**src/rtl/mem_port_arbiter_pkg.sv**
```systemverilog
// Shared types and constants for the IF/LSU memory port arbiter.
package mem_port_arbiter_pkg;

  localparam int unsigned DW     = 32;
  localparam int unsigned STRB_W = 4;
  localparam int unsigned RUN_W  = 4;
  localparam int unsigned CNT_W  = 32;

  typedef enum logic {
    MEM_ARB_ID_IF  = 1'b0,
    MEM_ARB_ID_LSU = 1'b1
  } mem_arb_id_e;

  typedef struct packed {
    logic        valid;
    mem_arb_id_e id;
    logic        live;
  } rsp_ent_t;

  // Clear the live bit of a fetch entry when a redirect flush is seen.
  function automatic rsp_ent_t rsp_kill(input rsp_ent_t e, input logic flush);
    rsp_ent_t r;
    r = e;
    if (flush && (e.id == MEM_ARB_ID_IF)) r.live = 1'b0;
    return r;
  endfunction

  function automatic logic [RUN_W-1:0] run_inc(input logic [RUN_W-1:0] v);
    return (v == '1) ? v : v + RUN_W'(1);
  endfunction

endpackage

```
**src/rtl/mem_arb_rsp_pipe.sv**
```systemverilog
// LAT-deep {valid, id, live} tracker that routes memory read responses back
// to their originator and drops fetch responses killed by a flush.
module mem_arb_rsp_pipe
  import mem_port_arbiter_pkg::*;
#(
  parameter int unsigned LAT = 1
) (
  input  logic        clk,
  input  logic        rst,
  input  logic        push_valid,
  input  mem_arb_id_e push_id,
  input  logic        flush,
  output logic        if_rvalid_c,
  output logic        lsu_rvalid_c
);

  rsp_ent_t stage_q [LAT];
  rsp_ent_t push_c;
  rsp_ent_t tail_c;

  always_comb begin
    push_c       = '0;
    push_c.valid = push_valid;
    push_c.id    = push_id;
    push_c.live  = 1'b1;
  end

  for (genvar g = 0; g < int'(LAT); g++) begin : g_stage
    if (g == 0) begin : g_head
      // New entries are never killed by a flush in their own accept cycle.
      always_ff @(posedge clk or negedge rst) begin
        if (!rst) stage_q[g] <= '0;
        else      stage_q[g] <= push_c;
      end
    end else begin : g_body
      always_ff @(posedge clk or negedge rst) begin
        if (!rst) stage_q[g] <= '0;
        else      stage_q[g] <= rsp_kill(stage_q[g-1], flush);
      end
    end
  end

  // The tail entry is also subject to a flush raised in its return cycle.
  always_comb begin
    tail_c       = rsp_kill(stage_q[LAT-1], flush);
    if_rvalid_c  = tail_c.valid & (tail_c.id == MEM_ARB_ID_IF) & tail_c.live;
    lsu_rvalid_c = tail_c.valid & (tail_c.id == MEM_ARB_ID_LSU);
  end

endmodule

```
**src/rtl/mem_port_arbiter.sv**
```systemverilog
// Two-requester (fetch, load/store) arbiter in front of a single-port
// fixed-latency memory. Optional perf counters: MEM_ARB_PERF_CNT_EN.
module mem_port_arbiter
  import mem_port_arbiter_pkg::*;
#(
  parameter int unsigned AW        = 32,
  parameter int unsigned LAT       = 1,
  parameter int unsigned BURST_MAX = 4
) (
  input  logic              clk,
  input  logic              rst,
  input  logic              if_req,
  input  logic [AW-1:0]     if_addr,
  output logic              if_gnt,
  input  logic              if_flush,
  output logic              if_rvalid,
  output logic [DW-1:0]     if_rdata,
  input  logic              lsu_req,
  input  logic [STRB_W-1:0] lsu_we,
  input  logic [AW-1:0]     lsu_addr,
  input  logic [DW-1:0]     lsu_wdata,
  output logic              lsu_gnt,
  output logic              lsu_rvalid,
  output logic [DW-1:0]     lsu_rdata,
  output logic              mem_en,
  output logic [STRB_W-1:0] mem_we,
  output logic [AW-1:0]     mem_addr,
  output logic [DW-1:0]     mem_wdata,
  input  logic [DW-1:0]     mem_rdata,
  output logic [CNT_W-1:0]  perf_conflict_cnt,
  output logic [CNT_W-1:0]  perf_if_stall_cnt
);

  mem_arb_id_e      last_gnt_q;
  logic [RUN_W-1:0] run_cnt_q;
  logic             pick_lsu_c;
  mem_arb_id_e      gnt_id_c;
  logic             push_valid_c;

  // Grant select: lone requester wins; on contention stay with the last
  // winner until it has used up its burst allowance.
  always_comb begin
    pick_lsu_c = 1'b0;
    if (lsu_req && !if_req) begin
      pick_lsu_c = 1'b1;
    end else if (lsu_req && if_req) begin
      if (run_cnt_q < RUN_W'(BURST_MAX)) pick_lsu_c = (last_gnt_q == MEM_ARB_ID_LSU);
      else                               pick_lsu_c = (last_gnt_q == MEM_ARB_ID_IF);
    end
    if_gnt       = rst & if_req & ~pick_lsu_c;
    lsu_gnt      = rst & lsu_req & pick_lsu_c;
    mem_en       = if_gnt | lsu_gnt;
    mem_we       = lsu_gnt ? lsu_we : '0;
    mem_addr     = pick_lsu_c ? lsu_addr : if_addr;
    mem_wdata    = lsu_wdata;
    gnt_id_c     = lsu_gnt ? MEM_ARB_ID_LSU : MEM_ARB_ID_IF;
    push_valid_c = if_gnt | (lsu_gnt & ~(|lsu_we));
  end

  always_ff @(posedge clk or negedge rst) begin
    if (!rst) begin
      last_gnt_q <= MEM_ARB_ID_IF;
      run_cnt_q  <= '0;
    end else if (mem_en) begin
      if (gnt_id_c == last_gnt_q) begin
        run_cnt_q <= run_inc(run_cnt_q);
      end else begin
        last_gnt_q <= gnt_id_c;
        run_cnt_q  <= RUN_W'(1);
      end
    end
  end

  mem_arb_rsp_pipe #(
    .LAT (LAT)
  ) u_rsp_pipe (
    .clk          (clk),
    .rst          (rst),
    .push_valid   (push_valid_c),
    .push_id      (gnt_id_c),
    .flush        (if_flush),
    .if_rvalid_c  (if_rvalid),
    .lsu_rvalid_c (lsu_rvalid)
  );

  assign if_rdata  = mem_rdata;
  assign lsu_rdata = mem_rdata;

`ifdef MEM_ARB_PERF_CNT_EN
  logic [CNT_W-1:0] conflict_q;
  logic [CNT_W-1:0] if_stall_q;

  always_ff @(posedge clk or negedge rst) begin
    if (!rst) begin
      conflict_q <= '0;
      if_stall_q <= '0;
    end else begin
      conflict_q <= conflict_q + CNT_W'(if_req & lsu_req);
      if_stall_q <= if_stall_q + CNT_W'(if_req & ~if_gnt);
    end
  end

  assign perf_conflict_cnt = conflict_q;
  assign perf_if_stall_cnt = if_stall_q;
`else
  assign perf_conflict_cnt = '0;
  assign perf_if_stall_cnt = '0;
`endif

endmodule
```
**config.mk**
```make
export PLATFORM = sky130hd
export DESIGN_NAME = mem_port_arbiter
export DESIGN_NICKNAME = d
export VERILOG_FILES = /design/src/rtl/mem_port_arbiter_pkg.sv /design/src/rtl/mem_arb_rsp_pipe.sv /design/src/rtl/mem_port_arbiter.sv
export SDC_FILE = /design/constraint.sdc
export NUM_CORES = 1
export LEC_CHECK = 0
export BUFFER_PORTS_ARGS = -buffer_cell sky130_fd_sc_hd__clkbuf_2
export CORE_AREA = 10 10 122 124
export CTS_CLUSTER_DIAMETER = 200
export DETAILED_ROUTE_END_ITERATION = 10
export DIE_AREA = 0 0 132 134
export HOLD_SLACK_MARGIN = 0.08
export PLACE_DENSITY = 0.53
export SYNTH_ARGS = -nofsm -noshare
export SYNTH_HDL_FRONTEND = slang
export SYNTH_SLANG_ARGS = --single-unit
```
**constraint.sdc**
```tcl
create_clock -name clk -period 1.41 [get_ports clk]
set_input_delay 0 -clock clk [delete_from_list [all_inputs] [get_ports clk]]
set_output_delay 0 -clock clk [all_outputs]
set_load 0.1 [all_outputs]
```
=== Word-level counts from Yosys, hierarchy flattened ===
Index checks and enable logic that the tools add are counted.

* Register bits: 8
* Logic and storage cells: 41

* Magnitude comparators: 1
* Equal/unequal tests: 3
* Reductions and logical operators: 7
* Bitwise logic cells: 15
* Muxes and demuxes: 9
* Add/sub/neg operators: 1

{| class="wikitable"
|+ Operator list
! cell !! number
|-
| $mux W32 || 1
|-
| $mux W4 || 3
|-
| $and A1 B1 Y1 || 8
|-
| $mux W1 || 5
|-
| $not A1 Y1 || 5
|-
| $add A4 B1 Y4 const B || 1
|-
| $eq A4 B4 Y1 const B || 1
|-
| $lt A4 B3 Y1 const B || 1
|-
| $reduce_and A2 Y1 || 2
|-
| $reduce_or A4 Y1 || 1
|-
| $logic_and A1 B1 Y1 || 3
|-
| $ne A2 B2 Y1 const B || 1
|-
| $or A1 B1 Y1 || 2
|-
| $eq A1 B1 Y1 || 1
|-
| $logic_not A1 Y1 || 1
|}

=== Logic depth before layout (Yosys ltp) ===
Gate-level depths: netlist (run 1).

* Depth in word-level cells: 9
* Mapped depth: 7

=== Hierarchy ===
Synthesis (run 1) repeated with hierarchy kept, for this count alone.

* Cells, all modules: 311
* Area, all modules: 2,094.5 µm²

{| class="wikitable"
|+ Modules (own cells, without submodules)
! module !! area an instance (µm²) !! sequential area each (µm²) !! cells each !! times used
|-
| mem_port_arbiter || 1,996.9 || 125.1 || 305 || 1
|-
| mem_arb_rsp_pipe || 97.6 || 75.1 || 6 || 1
|}

=== Worst setup path after synthesis (run 1) ===
Ideal clock, no wire load.

* Path kind: reg2out
* Start: register u_rsp_pipe.stage_q[1] (netlist name)
* End: output port if_rvalid
* Buffers on the path: 0
* Stages on the path, launching flop included: 2
* Path slack: -1.855 ns
* Data arrival time: 3.265 ns
* Path through: dfrtp_1 nor4bb_1

* Longest elaborated chain between the ends: 4
* Elaborated cells between the ends (all ways): 5

{| class="wikitable"
|+ Ends and longest elaborated chain
! item !! RTL line !! text
|-
| start: declaration || mem_arb_rsp_pipe.sv:17 || <nowiki>rsp_ent_t stage_q [LAT];</nowiki>
|-
| start signal: indexed assignment || mem_arb_rsp_pipe.sv:33 || <nowiki>else stage_q[g] <= push_c;</nowiki>
|-
| $not A1 Y1 (*) || mem_port_arbiter_pkg.sv:24, mem_arb_rsp_pipe.sv:46 ||
|-
| $logic_and A1 B1 Y1 || mem_port_arbiter_pkg.sv:24 || <nowiki>if (flush && (e.id == MEM_ARB_ID_IF)) r.live = 1'b0;</nowiki>
|-
| $mux W1 || mem_port_arbiter_pkg.sv:24 ||
|-
| $and A1 B1 Y1 (*) || mem_arb_rsp_pipe.sv:46 || <nowiki>if_rvalid_c = tail_c.valid & (tail_c.id == MEM_ARB_ID_IF) & tail_c.live;</nowiki>
|-
| end: declaration || mem_port_arbiter.sv:16 || <nowiki>output logic if_rvalid,</nowiki>
|}

Every way passes the cells marked *; elsewhere a longest branch is shown, timed or not.

=== Final worst setup path (run 1) ===
* Start: register last_gnt_q
* End: output port if_gnt

* Longest elaborated chain between the ends: 6

{| class="wikitable"
|+ Ends and longest elaborated chain
! item !! RTL line !! text
|-
| start: declaration || mem_port_arbiter.sv:34 || <nowiki>mem_arb_id_e last_gnt_q;</nowiki>
|-
| start signal: assignment || mem_port_arbiter.sv:68 || <nowiki>last_gnt_q <= gnt_id_c;</nowiki>
|-
| $not A1 Y1 || mem_port_arbiter.sv:48 || <nowiki>else pick_lsu_c = (last_gnt_q == MEM_ARB_ID_IF);</nowiki>
|-
| $mux W1 (*) || mem_port_arbiter.sv:47 || <nowiki>if (run_cnt_q < RUN_W'(BURST_MAX)) pick_lsu_c = (last_gnt_q == MEM_ARB_ID_LSU);</nowiki>
|-
| $mux W1 (*) || mem_port_arbiter.sv:46 || <nowiki>end else if (lsu_req && if_req) begin</nowiki>
|-
| $mux W1 (*) || mem_port_arbiter.sv:44 || <nowiki>if (lsu_req && !if_req) begin</nowiki>
|-
| $not A1 Y1 (*) || mem_port_arbiter.sv:50 || <nowiki>if_gnt = rst & if_req & ~pick_lsu_c;</nowiki>
|-
| $and A1 B1 Y1 (*) || mem_port_arbiter.sv:50 ||
|-
| end: declaration || mem_port_arbiter.sv:14 || <nowiki>output logic if_gnt,</nowiki>
|}

Marks and branches as above.

==> results of run 1 <==
through the flow:
stage / TNS [ns] / worst slack [ns] / area (um2) / total power, mW / util, %
6_report: -13.76 / -0.3682 / 4751 / 7.966 / 38.11
5_1_grt: -17.43 / -0.4411 / 4751 / 8.225 / 38.11
4_1_cts: -14.04 / -0.3900 / 4579 / 7.798 / 36.74
3_5_place_dp: -5.040 / -0.2124 / 3338 / 5.667 / 26.78
3_3_place_gp: -4.177 / -0.1882 / 3338 / 5.622 / 26.78
2_1_floorplan: -3.370 / -0.2538 / 3110 / 5.627 / -
worst max path at each step:
stage                          start               endpoint  slack (ns)  depth (start not counted)
after floorplan           last_gnt_q  u_rsp_pipe.stage_q[2]       -0.25                          4
after global placement    last_gnt_q           mem_addr[26]       -0.19                          6
after detailed placement  last_gnt_q           mem_addr[26]       -0.21                          6
after CTS                 last_gnt_q                 if_gnt       -0.39                          6
after global routing      last_gnt_q                 if_gnt       -0.44                          6
final                     last_gnt_q                 if_gnt       -0.37                          6
layout make-up:
class                   instances  area (um2)
fillers                      1232        7715
flip-flops and latches          8       201.4
multi-input cells             201        1803
well taps                     172       215.2
clock buffers                   4       78.83
repair buffers                201        2449
inverters                       1       3.754
routing by layer:
layer  share of wire, %  track usage [%]  vias up
met5                  0                0        -
met4               0.40            1.545        0
met3                8.9            3.435        6
met2                 60            21.60      172
met1                 30            9.144      980
li1                   -                -      963
synth_stat cells:
library cell	n	area share, %
a21oi_1	4	0.93
and3_1	5	1.4
a21o_1	1	0.35
buf_4	161	56
a31oi_1	1	0.29
nor2_1	4	0.69
nand2_1	88	15
nand3_1	2	0.46
nor4b_4	1	1.1
o211ai_1	1	0.35
buf_6	4	2.1
a21boi_0	1	0.35
nor2b_1	1	0.29
nor4bb_1	2	0.93
o21ai_0	3	0.69
buf_8	1	0.69
nand2b_1	1	0.29
nor3_1	1	0.23
conb_1	2	0.35
a22o_1	1	0.40
a31o_1	1	0.40
o2111a_1	1	0.52
a41oi_1	1	0.40
nand3b_1	1	0.35
mux2i_1	1	0.46
nand2_2	10	2.9
inv_1	1	0.17
and2_1	1	0.29
dfrtp_1	8	9.3
ha_1	1	0.58
buf_2	4	0.93
and3b_1	1	0.40
nor4_1	1	0.29
repair_timing:
item,in CTS,in global routing
cloned,2,2
hold buffers,65,0
setup endpoints to repair,43,45
resized for setup,40,29
endpoints found under the hold margin,104,0
pin swaps,5,10
buffers inserted,3,2
power by group:
group	switching (mW)	internal, mW
Clock	0.108	0.376
Sequential	0.0704	0.293
Combinational	4.96	2.16
Total	5.14	2.83
critical path: stages (launching register included):
cell and delay, ns:
dfrtp_2 0.42, nor4b_4 0.27, and3b_2 0.30, buf_12 0.17
nor2_4 0.11, buf_12 0.11, buf_12 0.16
cells by family (layout without fill, tap and decap cells):
| logic type | count (synthesis) | in the layout | share of synthesized area, % |
|---|---|---|---|
| fa+ha+maj | 1 | 1 | 0.5783 |
| compound gates | 15 | 15 | 4.685 |
| flops | 8 | 8 | 9.254 |
| buf+inv | 171 | 206 | 59.75 |
| simple gates | 119 | 119 | 24.93 |
| mux | 1 | 1 | 0.4627 |
| other cells | 2 | 65 | 0.3472 |
flip-flops by register name (all words and copies together), names as in the netlist:
signal,cells
run_cnt_q,4
last_gnt_q,1
u_rsp_pipe.stage_q,3
==> run_summary.xml, run 1 <==
<?xml version="1.0" encoding="UTF-8"?>
<metrics>
  <group name="cells_and_area">
    <metric name="finalNonFillerCells" unit="">587</metric>
    <metric name="number_of_nets_in_the_layout" unit="">554</metric>
    <metric name="synthToLayoutAreaGrowth" unit="%">119.6</metric>
    <metric name="mostFrequentLayoutCells" unit="">buf_12, clkbuf_2, conb_1</metric>
    <metric name="fraction_of_layout_instances_using_a_drive_strength_above_1" unit="%">67.71</metric>
    <metric name="layout.cells.most_common" unit="">buf_12</metric>
    <metric name="antenna_cells_inserted" unit="">0</metric>
  </group>
  <group name="route">
    <metric name="detailroute.via_count" unit="">2121</metric>
    <metric name="finalWirelength" unit="mm">10.03</metric>
    <metric name="via_per_inst" unit="">3.613</metric>
    <metric name="initialDrtViolationCount" unit="">32</metric>
    <metric name="dr.pass1.iters" unit="">2</metric>
    <metric name="post-route-drc-count" unit="">0</metric>
    <metric name="ant_nets" unit="">0</metric>
    <metric name="routed_wirelength_normalized_by_instance_count" unit="um">17.09</metric>
  </group>
  <group name="outcome">
    <metric name="failed_checks" unit="">setup timing</metric>
    <metric name="run_status" unit="">complete, but fails checks</metric>
  </group>
  <group name="setup_path">
    <metric name="critPathArrivalTime" unit="ns">1.78</metric>
    <metric name="start_kind" unit="">register</metric>
    <metric name="setup_crit_end_kind" unit="">output pin</metric>
    <metric name="critical_path.reg2reg.endpoint" unit="">last_gnt_q</metric>
    <metric name="worst-setup-path-type" unit="">reg -&gt; out</metric>
    <metric name="r2r.worst_path.cells" unit="">7</metric>
    <metric name="timing.critical_path.required" unit="ns">1.41</metric>
    <metric name="worstReg2RegStart" unit="">last_gnt_q</metric>
    <metric name="regToRegSetupSlack" unit="ns">-0.23</metric>
    <metric name="cp_max_fo" unit="">14</metric>
  </group>
  <group name="hold_path">
    <metric name="hold_depth" unit="">3</metric>
    <metric name="hp-class" unit="">in -&gt; reg</metric>
    <metric name="timing.hold.worst_endpoint" unit="">u_rsp_pipe.stage_q[2]</metric>
    <metric name="worst_hold_startpoint" unit="">lsu_we[3]</metric>
  </group>
  <group name="placement">
    <metric name="dp.final_hpwl" unit="mm">6.695</metric>
    <metric name="io_buffer_count" unit="">113</metric>
    <metric name="final_weighted_congestion_in_routability_driven_placement" unit="">0.6841</metric>
    <metric name="placed_cells" unit="">509</metric>
  </group>
  <group name="grt">
    <metric name="grt-ovfl-total" unit="">0</metric>
    <metric name="grt_pass1_vias" unit="">2616</metric>
    <metric name="grt.total_usage" unit="%">10.23</metric>
    <metric name="pin_count_of_the_biggest_net_entering_global_routing" unit="">15</metric>
    <metric name="grt_first_pass_wirelength" unit="mm">14.84</metric>
    <metric name="antenna_violations_before_repair" unit="">0</metric>
  </group>
  <group name="floorplanning">
    <metric name="dieArea" unit="um2">17690</metric>
    <metric name="chipWidth" unit="um">132</metric>
    <metric name="die-height" unit="um">134</metric>
    <metric name="io_pins" unit="">338</metric>
    <metric name="floorplan.initialDensity" unit="%">17.35</metric>
    <metric name="placementRows" unit="">41</metric>
    <metric name="core_region_area" unit="um2">12470</metric>
  </group>
  <group name="logic_synthesis">
    <metric name="count_of_cell_types_in_the_netlist" unit="">33</metric>
    <metric name="synthesis.instances" unit="">317</metric>
    <metric name="cell_area_after_synthesis" unit="um2">2163</metric>
    <metric name="syn-mean-instance-area" unit="um2">6.824</metric>
    <metric name="synth_seq_cells" unit="">8</metric>
    <metric name="synth_sequential_area_ratio" unit="%">9.254</metric>
    <metric name="yosys_warnings" unit="">0</metric>
  </group>
  <group name="clocking">
    <metric name="cts-buffers-inserted" unit="">3</metric>
    <metric name="clk_pin_slew_worst_paths" unit="ns">0.04</metric>
    <metric name="cts.path.max_buffers" unit="">2</metric>
    <metric name="cts_root_buffer" unit="">clkbuf_16</metric>
    <metric name="cts-htree-levels" unit="">1</metric>
    <metric name="clock_insertion_delay_at_the_later_pin_of_the_skew_report" unit="ns">0.23</metric>
    <metric name="cts_tree" unit="">yes</metric>
    <metric name="clock_sinks" unit="">8</metric>
  </group>
  <group name="timing">
    <metric name="unrepaired_setup_endpoints_after_global_routing" unit="">yes</metric>
    <metric name="hold_viol" unit="">0</metric>
    <metric name="max_clock_freq" unit="GHz">0.5624</metric>
    <metric name="layout_setup_ws" unit="ns">-0.3682</metric>
    <metric name="timing.final.crit_share" unit="%">126.1</metric>
    <metric name="final.min_clock_period" unit="ns">1.778</metric>
    <metric name="hold_slack" unit="ns">0.1525</metric>
    <metric name="tightestPinTransition" unit="ns">1.013</metric>
    <metric name="finalSetupViolCount" unit="">45</metric>
    <metric name="finClkSkew" unit="ns">0.005280</metric>
    <metric name="slew_headroom" unit="%">32.26</metric>
    <metric name="finalMaxSlewViolations" unit="">0</metric>
  </group>
  <group name="flow_run">
    <metric name="timing.max_cap.violations" unit="">0</metric>
  </group>
  <group name="pwr">
    <metric name="power_leakage" unit="nW">2.242</metric>
    <metric name="vdd_drop_max" unit="uV">734.7</metric>
    <metric name="power_per_cell_area" unit="nW/um2">1677</metric>
  </group>
</metrics>
No activity file was read; power rests on OpenSTA's default activity.
==> inputs of run 2 (changes only) <==
RECOVER_POWER = 50   (was not set)
==> run 2 against run 1 <==
Effect of this change: the flow still finishes with violations (setup timing); clock-buffer cell count is the same; non-clock buffer count is the same; critical path depth is the same; combinational power shrank 2%; first-iteration DRC count grew 3.1%; design area shrank 10%; sequential share of layout area grew 0.48 points.
==> run_summary.xml, run 2 (synthesis results as in run 1) <==
<?xml version="1.0" encoding="UTF-8"?>
<metrics>
  <group name="floorplanning">
    <metric name="io_pins" unit="">338</metric>
    <metric name="core_region_area" unit="um2">12470</metric>
    <metric name="placementRows" unit="">41</metric>
    <metric name="die-height" unit="um">134</metric>
    <metric name="floorplan.initialDensity" unit="%">17.35</metric>
    <metric name="dieArea" unit="um2">17690</metric>
    <metric name="chipWidth" unit="um">132</metric>
  </group>
  <group name="setup_path">
    <metric name="critPathArrivalTime" unit="ns">1.78</metric>
    <metric name="r2r.worst_path.cells" unit="">7</metric>
    <metric name="setup_crit_end_kind" unit="">output pin</metric>
    <metric name="start_kind" unit="">register</metric>
    <metric name="timing.critical_path.required" unit="ns">1.41</metric>
    <metric name="cp_max_fo" unit="">14</metric>
    <metric name="worst-setup-path-type" unit="">reg -&gt; out</metric>
  </group>
  <group name="clocking">
    <metric name="clock_insertion_delay_at_the_later_pin_of_the_skew_report" unit="ns">0.23</metric>
    <metric name="cts_root_buffer" unit="">clkbuf_16</metric>
    <metric name="cts_tree" unit="">yes</metric>
    <metric name="clk_pin_slew_worst_paths" unit="ns">0.04</metric>
    <metric name="cts.path.max_buffers" unit="">2</metric>
    <metric name="clock_sinks" unit="">8</metric>
    <metric name="cts-htree-levels" unit="">1</metric>
    <metric name="cts-buffers-inserted" unit="">3</metric>
  </group>
  <group name="pwr">
    <metric name="sw_frac_of_total" unit="%">65.83</metric>
    <metric name="clock_power_share" unit="%">6.2</metric>
    <metric name="vdd_drop_max" unit="uV">718.5</metric>
    <metric name="comb_power_share" unit="%">89.1</metric>
    <metric name="power_per_cell_area" unit="nW/um2">1828</metric>
    <metric name="power_report.internal_total" unit="mW">2.667</metric>
    <metric name="p_sw" unit="mW">5.137</metric>
    <metric name="power_leakage" unit="nW">2.074</metric>
    <metric name="pwr-share-seq" unit="%">4.7</metric>
  </group>
  <group name="route">
    <metric name="initialDrtViolationCount" unit="">33</metric>
    <metric name="post-route-drc-count" unit="">0</metric>
    <metric name="finalWirelength" unit="mm">9.978</metric>
    <metric name="routed_wirelength_normalized_by_instance_count" unit="um">17.00</metric>
    <metric name="ant_nets" unit="">0</metric>
    <metric name="via_per_inst" unit="">3.603</metric>
    <metric name="detailroute.via_count" unit="">2115</metric>
    <metric name="dr.pass1.iters" unit="">2</metric>
  </group>
  <group name="placement">
    <metric name="placement.setup.worst_slack" unit="ns">-0.2124</metric>
    <metric name="io_buffer_count" unit="">113</metric>
    <metric name="total_placed_instance_area" unit="um2">3338</metric>
    <metric name="final_weighted_congestion_in_routability_driven_placement" unit="">0.6841</metric>
    <metric name="dp.final_hpwl" unit="mm">6.695</metric>
  </group>
  <group name="cells_and_area">
    <metric name="largest_register_ff_count" unit="">4</metric>
    <metric name="largestRegisters" unit="">run_cnt_q: 4 flops, u_rsp_pipe.stage_q: 3 flops, last_gnt_q: 1 flops</metric>
    <metric name="number_of_nets_in_the_layout" unit="">554</metric>
    <metric name="layout.cells.most_common" unit="">clkbuf_2</metric>
    <metric name="fraction_of_layout_instances_using_a_drive_strength_above_1" unit="%">67.71</metric>
    <metric name="largest-register" unit="">run_cnt_q</metric>
    <metric name="postLayoutCoreUtil" unit="%">34.26</metric>
    <metric name="finalInstanceArea" unit="um2">4270</metric>
    <metric name="mostFrequentLayoutCells" unit="">clkbuf_2, conb_1, buf_12</metric>
    <metric name="synthToLayoutAreaGrowth" unit="%">97.40</metric>
    <metric name="antenna_cells_inserted" unit="">0</metric>
  </group>
  <group name="timing">
    <metric name="finClkSkew" unit="ns">0.005248</metric>
    <metric name="finalMaxSlewViolations" unit="">0</metric>
    <metric name="final.min_clock_period" unit="ns">1.778</metric>
    <metric name="max_clock_freq" unit="GHz">0.5624</metric>
    <metric name="timing.final.crit_share" unit="%">126.1</metric>
    <metric name="layout_setup_ws" unit="ns">-0.3680</metric>
    <metric name="slew_headroom" unit="%">26.67</metric>
    <metric name="tightestPinTransition" unit="ns">1.105</metric>
    <metric name="finalSetupViolCount" unit="">45</metric>
    <metric name="hold_viol" unit="">0</metric>
    <metric name="unrepaired_setup_endpoints_after_global_routing" unit="">yes</metric>
  </group>
  <group name="grt">
    <metric name="grt_first_pass_wirelength" unit="mm">14.84</metric>
    <metric name="grt.total_usage" unit="%">10.23</metric>
    <metric name="antenna_violations_before_repair" unit="">0</metric>
    <metric name="grt_pass1_vias" unit="">2616</metric>
    <metric name="grt-ovfl-total" unit="">0</metric>
    <metric name="pin_count_of_the_biggest_net_entering_global_routing" unit="">15</metric>
  </group>
  <group name="outcome">
    <metric name="run_status" unit="">complete, but fails checks</metric>
    <metric name="failed_checks" unit="">setup timing</metric>
  </group>
  <group name="hold_path">
    <metric name="hp-class" unit="">in -&gt; reg</metric>
    <metric name="hold_depth" unit="">3</metric>
  </group>
  <group name="flow_run">
    <metric name="timing.max_cap.violations" unit="">0</metric>
  </group>
</metrics>
[run 2: cell types whose count changed in the layout (fill, tap and decap cells not counted), sizes merged]
cell	change
buf	-32
clkbuf	+32
[run 2: final timing paths]
path / from / slack [ns] / end
setup / recovery: last_gnt_q / -0.37 / if_gnt
hold / removal: lsu_we[3] / 0.15 / u_rsp_pipe.stage_q[2]
setup reg to reg: last_gnt_q / -0.23 / last_gnt_q
hold reg to reg: run_cnt_q[0] / 0.55 / run_cnt_q[0]
max in group asynchronous: rst / 0.87 / u_rsp_pipe.stage_q[1]
min in group asynchronous: rst / 0.20 / last_gnt_q
[run 2: what timing repair did]
action | 4_1_cts | 5_1_grt
buffers inserted | 3 | 2
hold buffers | 65 | 0
endpoints found under the hold margin | 104 | 0
setup endpoints to repair | 43 | 45
gates cloned | 2 | 2
resized for setup | 40 | 29
pin swaps | 5 | 10
[run 2: stage by stage]
stage                     power [mW]  hold WS (ns)  instances  TNS [ns]
final                          7.804        0.1516        587    -13.76
after global routing           8.060        0.1680        587    -17.43
after CTS                      7.798        0.1566        583    -14.04
after detailed placement       5.667       -0.1666        509    -5.040
after global placement         5.622       -0.1745        509    -4.177
after floorplan                5.627       -0.2956        380    -3.370
[run 2: layer usage]
layer  global-route usage, %  vias up  part of all wire (%)
met5                       0        -                     0
met4                   1.545        0                  0.38
met3                   3.435        4                   8.7
met2                   21.60      169                    60
met1                   9.144      979                    30
li1                        -      963                     -
[run 2: layout make-up]
class,instances,area (um2)
Tap cell,172,215.2
Fill cell,1281,8195
Sequential cell,8,201.4
Multi-Input combinational cell,201,1803
Timing Repair Buffer,201,1968
Inverter,1,3.754
Clock buffer,4,78.83
[run 2: power by group through the flow]
stage	logic [mW]	registers [mW]	clock network, mW
3_3_place_gp	5.26	0.360	0
2_1_floorplan	5.27	0.356	0
6_report	6.96	0.363	0.484
3_5_place_dp	5.30	0.367	0
4_1_cts	6.94	0.364	0.496
5_1_grt	7.17	0.369	0.518
[run 2: critical path, cell delays in order, from the launching register on]
cell     delay, ns
dfrtp_2       0.42
nor4b_4       0.27
and3b_2       0.30
buf_12        0.17
nor2_4        0.11
buf_12        0.11
buf_12        0.16
==> inputs of run 3 (changes only) <==
==> constraint.sdc (replaced) <==
create_clock -name clk -period 1.41 [get_ports clk]
set_input_delay 0.423 -clock clk [delete_from_list [all_inputs] [get_ports clk]]
set_output_delay 0.423 -clock clk [all_outputs]
set_load 0.1 [all_outputs]
==> run 3 against run 2 <==
Effect of this change: the run still ends with setup timing left; utilization is 1.9 points lower; first-iteration DRC count is 42% lower; non-clock buffer count is 50 lower; flip-flop and latch count stayed put; register-to-register slack worse by 0.25 ns; routed wire length is 18% lower; highest routed layer unchanged.
==> run_summary.xml, run 3 (synthesis results as in run 1) <==
<?xml version="1.0" encoding="UTF-8"?>
<metrics>
  <group name="cells_and_area">
    <metric name="filler_cell_count" unit="">1303</metric>
    <metric name="synthToLayoutAreaGrowth" unit="%">86.29</metric>
    <metric name="finalNonFillerCells" unit="">536</metric>
    <metric name="layout.cells.most_common" unit="">clkbuf_2</metric>
    <metric name="antenna_cells_inserted" unit="">0</metric>
    <metric name="mostFrequentLayoutCells" unit="">clkbuf_2, conb_1, buf_12</metric>
    <metric name="fraction_of_layout_instances_using_a_drive_strength_above_1" unit="%">73.08</metric>
    <metric name="number_of_nets_in_the_layout" unit="">504</metric>
    <metric name="largest-register" unit="">run_cnt_q</metric>
    <metric name="finalInstanceArea" unit="um2">4030</metric>
    <metric name="largest_register_ff_count" unit="">4</metric>
    <metric name="largestRegisters" unit="">run_cnt_q: 4 flops, u_rsp_pipe.stage_q: 3 flops, last_gnt_q: 1 flops</metric>
  </group>
  <group name="timing">
    <metric name="finalSetupViolCount" unit="">47</metric>
    <metric name="layout_setup_ws" unit="ns">-0.8686</metric>
    <metric name="unrepaired_setup_endpoints_after_global_routing" unit="">yes</metric>
    <metric name="finClkSkew" unit="ns">0.001491</metric>
    <metric name="max_clock_freq" unit="GHz">0.4389</metric>
    <metric name="hold_viol" unit="">0</metric>
    <metric name="final.min_clock_period" unit="ns">2.279</metric>
    <metric name="hold_slack" unit="ns">0.3158</metric>
    <metric name="totalNegativeSetupSlack" unit="ns">-33.77</metric>
    <metric name="finalMaxSlewViolations" unit="">0</metric>
    <metric name="timing.final.crit_share" unit="%">161.6</metric>
  </group>
  <group name="grt">
    <metric name="met1_usage" unit="%">7.418</metric>
    <metric name="grt_pass1_vias" unit="">2178</metric>
    <metric name="antenna_violations_before_repair" unit="">0</metric>
    <metric name="grt.total_usage" unit="%">8.202</metric>
    <metric name="grt.met3_usage" unit="%">3.697</metric>
    <metric name="grt_first_pass_wirelength" unit="mm">11.94</metric>
    <metric name="pin_count_of_the_biggest_net_entering_global_routing" unit="">21</metric>
    <metric name="top_usage_layer" unit="">met2</metric>
    <metric name="grt_met2_usage" unit="%">15.32</metric>
    <metric name="grt-ovfl-total" unit="">0</metric>
  </group>
  <group name="pwr">
    <metric name="power_per_cell_area" unit="nW/um2">1702</metric>
    <metric name="vdd_drop_max" unit="uV">505.3</metric>
    <metric name="pwr-share-seq" unit="%">5.7</metric>
    <metric name="power_report.internal_total" unit="mW">2.754</metric>
    <metric name="clock_power_share" unit="%">7.0</metric>
    <metric name="fin_total_pwr" unit="mW">6.860</metric>
    <metric name="comb_power_share" unit="%">87.3</metric>
    <metric name="p_sw" unit="mW">4.106</metric>
    <metric name="sw_frac_of_total" unit="%">59.85</metric>
    <metric name="power_leakage" unit="nW">1.872</metric>
  </group>
  <group name="clocking">
    <metric name="cts.path.max_buffers" unit="">2</metric>
    <metric name="cts_root_buffer" unit="">clkbuf_16</metric>
    <metric name="cts-htree-levels" unit="">1</metric>
    <metric name="clock_insertion_delay_at_the_later_pin_of_the_skew_report" unit="ns">0.23</metric>
    <metric name="clock_sinks" unit="">8</metric>
    <metric name="cts_tree" unit="">yes</metric>
    <metric name="cts-buffers-inserted" unit="">3</metric>
    <metric name="cts_hold_repair.buffers" unit="">0</metric>
    <metric name="clk_pin_slew_worst_paths" unit="ns">0.04</metric>
  </group>
  <group name="hold_path">
    <metric name="hp-class" unit="">in -&gt; async</metric>
  </group>
  <group name="placement">
    <metric name="total_placed_instance_area" unit="um2">3373</metric>
    <metric name="final_weighted_congestion_in_routability_driven_placement" unit="">0.7070</metric>
    <metric name="dp.final_hpwl" unit="mm">6.492</metric>
    <metric name="io_buffer_count" unit="">113</metric>
    <metric name="placed_cells" unit="">513</metric>
  </group>
  <group name="floorplanning">
    <metric name="die-height" unit="um">134</metric>
    <metric name="chipWidth" unit="um">132</metric>
    <metric name="dieArea" unit="um2">17690</metric>
    <metric name="placementRows" unit="">41</metric>
    <metric name="floorplan.initialDensity" unit="%">17.35</metric>
    <metric name="io_pins" unit="">338</metric>
    <metric name="core_region_area" unit="um2">12470</metric>
  </group>
  <group name="route">
    <metric name="dr.pass1.iters" unit="">3</metric>
    <metric name="routed_wirelength_normalized_by_instance_count" unit="um">15.27</metric>
    <metric name="initialDrtViolationCount" unit="">19</metric>
    <metric name="post-route-drc-count" unit="">0</metric>
    <metric name="finalWirelength" unit="mm">8.185</metric>
    <metric name="via_per_inst" unit="">3.569</metric>
    <metric name="ant_nets" unit="">0</metric>
    <metric name="detailroute.via_count" unit="">1913</metric>
  </group>
  <group name="setup_path">
    <metric name="regToRegSetupSlack" unit="ns">-0.48</metric>
    <metric name="worst-setup-path-type" unit="">reg -&gt; out</metric>
    <metric name="timing.critical_path.required" unit="ns">0.99</metric>
    <metric name="setup_crit_end_kind" unit="">output pin</metric>
    <metric name="cp_max_fo" unit="">6</metric>
    <metric name="start_kind" unit="">register</metric>
    <metric name="critPathArrivalTime" unit="ns">1.86</metric>
  </group>
  <group name="flow_run">
    <metric name="timing.max_cap.violations" unit="">0</metric>
  </group>
  <group name="outcome">
    <metric name="run_status" unit="">complete, but fails checks</metric>
    <metric name="failed_checks" unit="">setup timing</metric>
  </group>
</metrics>
## run 3: cell count changes in the layout (fill, tap and decap cells not counted), moves of 3 or more
cell and change:
clkbuf_1 +3, buf_6 +5, nand2_4 -7, nand2_8 +4
clkbuf_2 -36, dlygate4sd3_1 -33, buf_4 +5, buf_12 +4
## run 3: worst paths after layout
kind,to,cells past startpoint,from
worst max-delay path,mem_addr[11],7,last_gnt_q
worst max register to register,run_cnt_q[1],9,last_gnt_q
min in group clk,u_rsp_pipe.stage_q[2],3,lsu_we[3]
worst min register to register,run_cnt_q[0],1,run_cnt_q[0]
max in group asynchronous,run_cnt_q[2],2,rst
worst min-delay path,u_rsp_pipe.stage_q[0],2,rst
## run 3: worst max-delay path, stage by stage, from the launching register on
cell     delay, ns
dfrtp_2       0.43
nor4b_4       0.29
and3b_4       0.27
buf_4         0.16
buf_16        0.17
nand2_8       0.08
nand2_8       0.05
buf_12        0.15
## run 3: cell type report
cell class | count | area [um2] | area share [%]
Clock buffer | 3 | 75.07 | 1.863
Inverter | 1 | 6.256 | 0.1552
Timing Repair Buffer | 151 | 1684 | 41.79
Tap cell | 172 | 215.2 | 5.340
Multi-Input combinational cell | 201 | 1846 | 45.79
Sequential cell | 8 | 203.9 | 5.061
## run 3: repair_timing
| item | 4_1_cts | 5_1_grt |
|---|---|---|
| gates cloned | 3 | 3 |
| setup endpoints to repair | 48 | 48 |
| pin swaps | 12 | 20 |
| gates resized for setup | 45 | 47 |
| setup buffers | 6 | 8 |
## run 3: layer usage
layer	routed length [um]	part of all wire, %
met1	2528	31
met2	4532	55
met3	841	10
met4	282	3.4
met5	0	0
## run 3: per-stage QoR
step / utilization (%) / setup WS, ns
after floorplan: - / -0.5248
after global placement: 27.06 / -0.6476
after detailed placement: 27.06 / -0.6776
after CTS: 30.17 / -0.9018
after global routing: 32.33 / -0.9371
final: 32.33 / -0.8686
## run 3: power groups by stage
stage / Sequential, mW / Clock, mW / Combinational (mW)
final: 0.389 / 0.483 / 5.99
after global routing: 0.397 / 0.506 / 6.21
after CTS: 0.389 / 0.487 / 5.69
after detailed placement: 0.391 / 0 / 5.29
after global placement: 0.380 / 0 / 5.24
after floorplan: 0.363 / 0 / 5.26
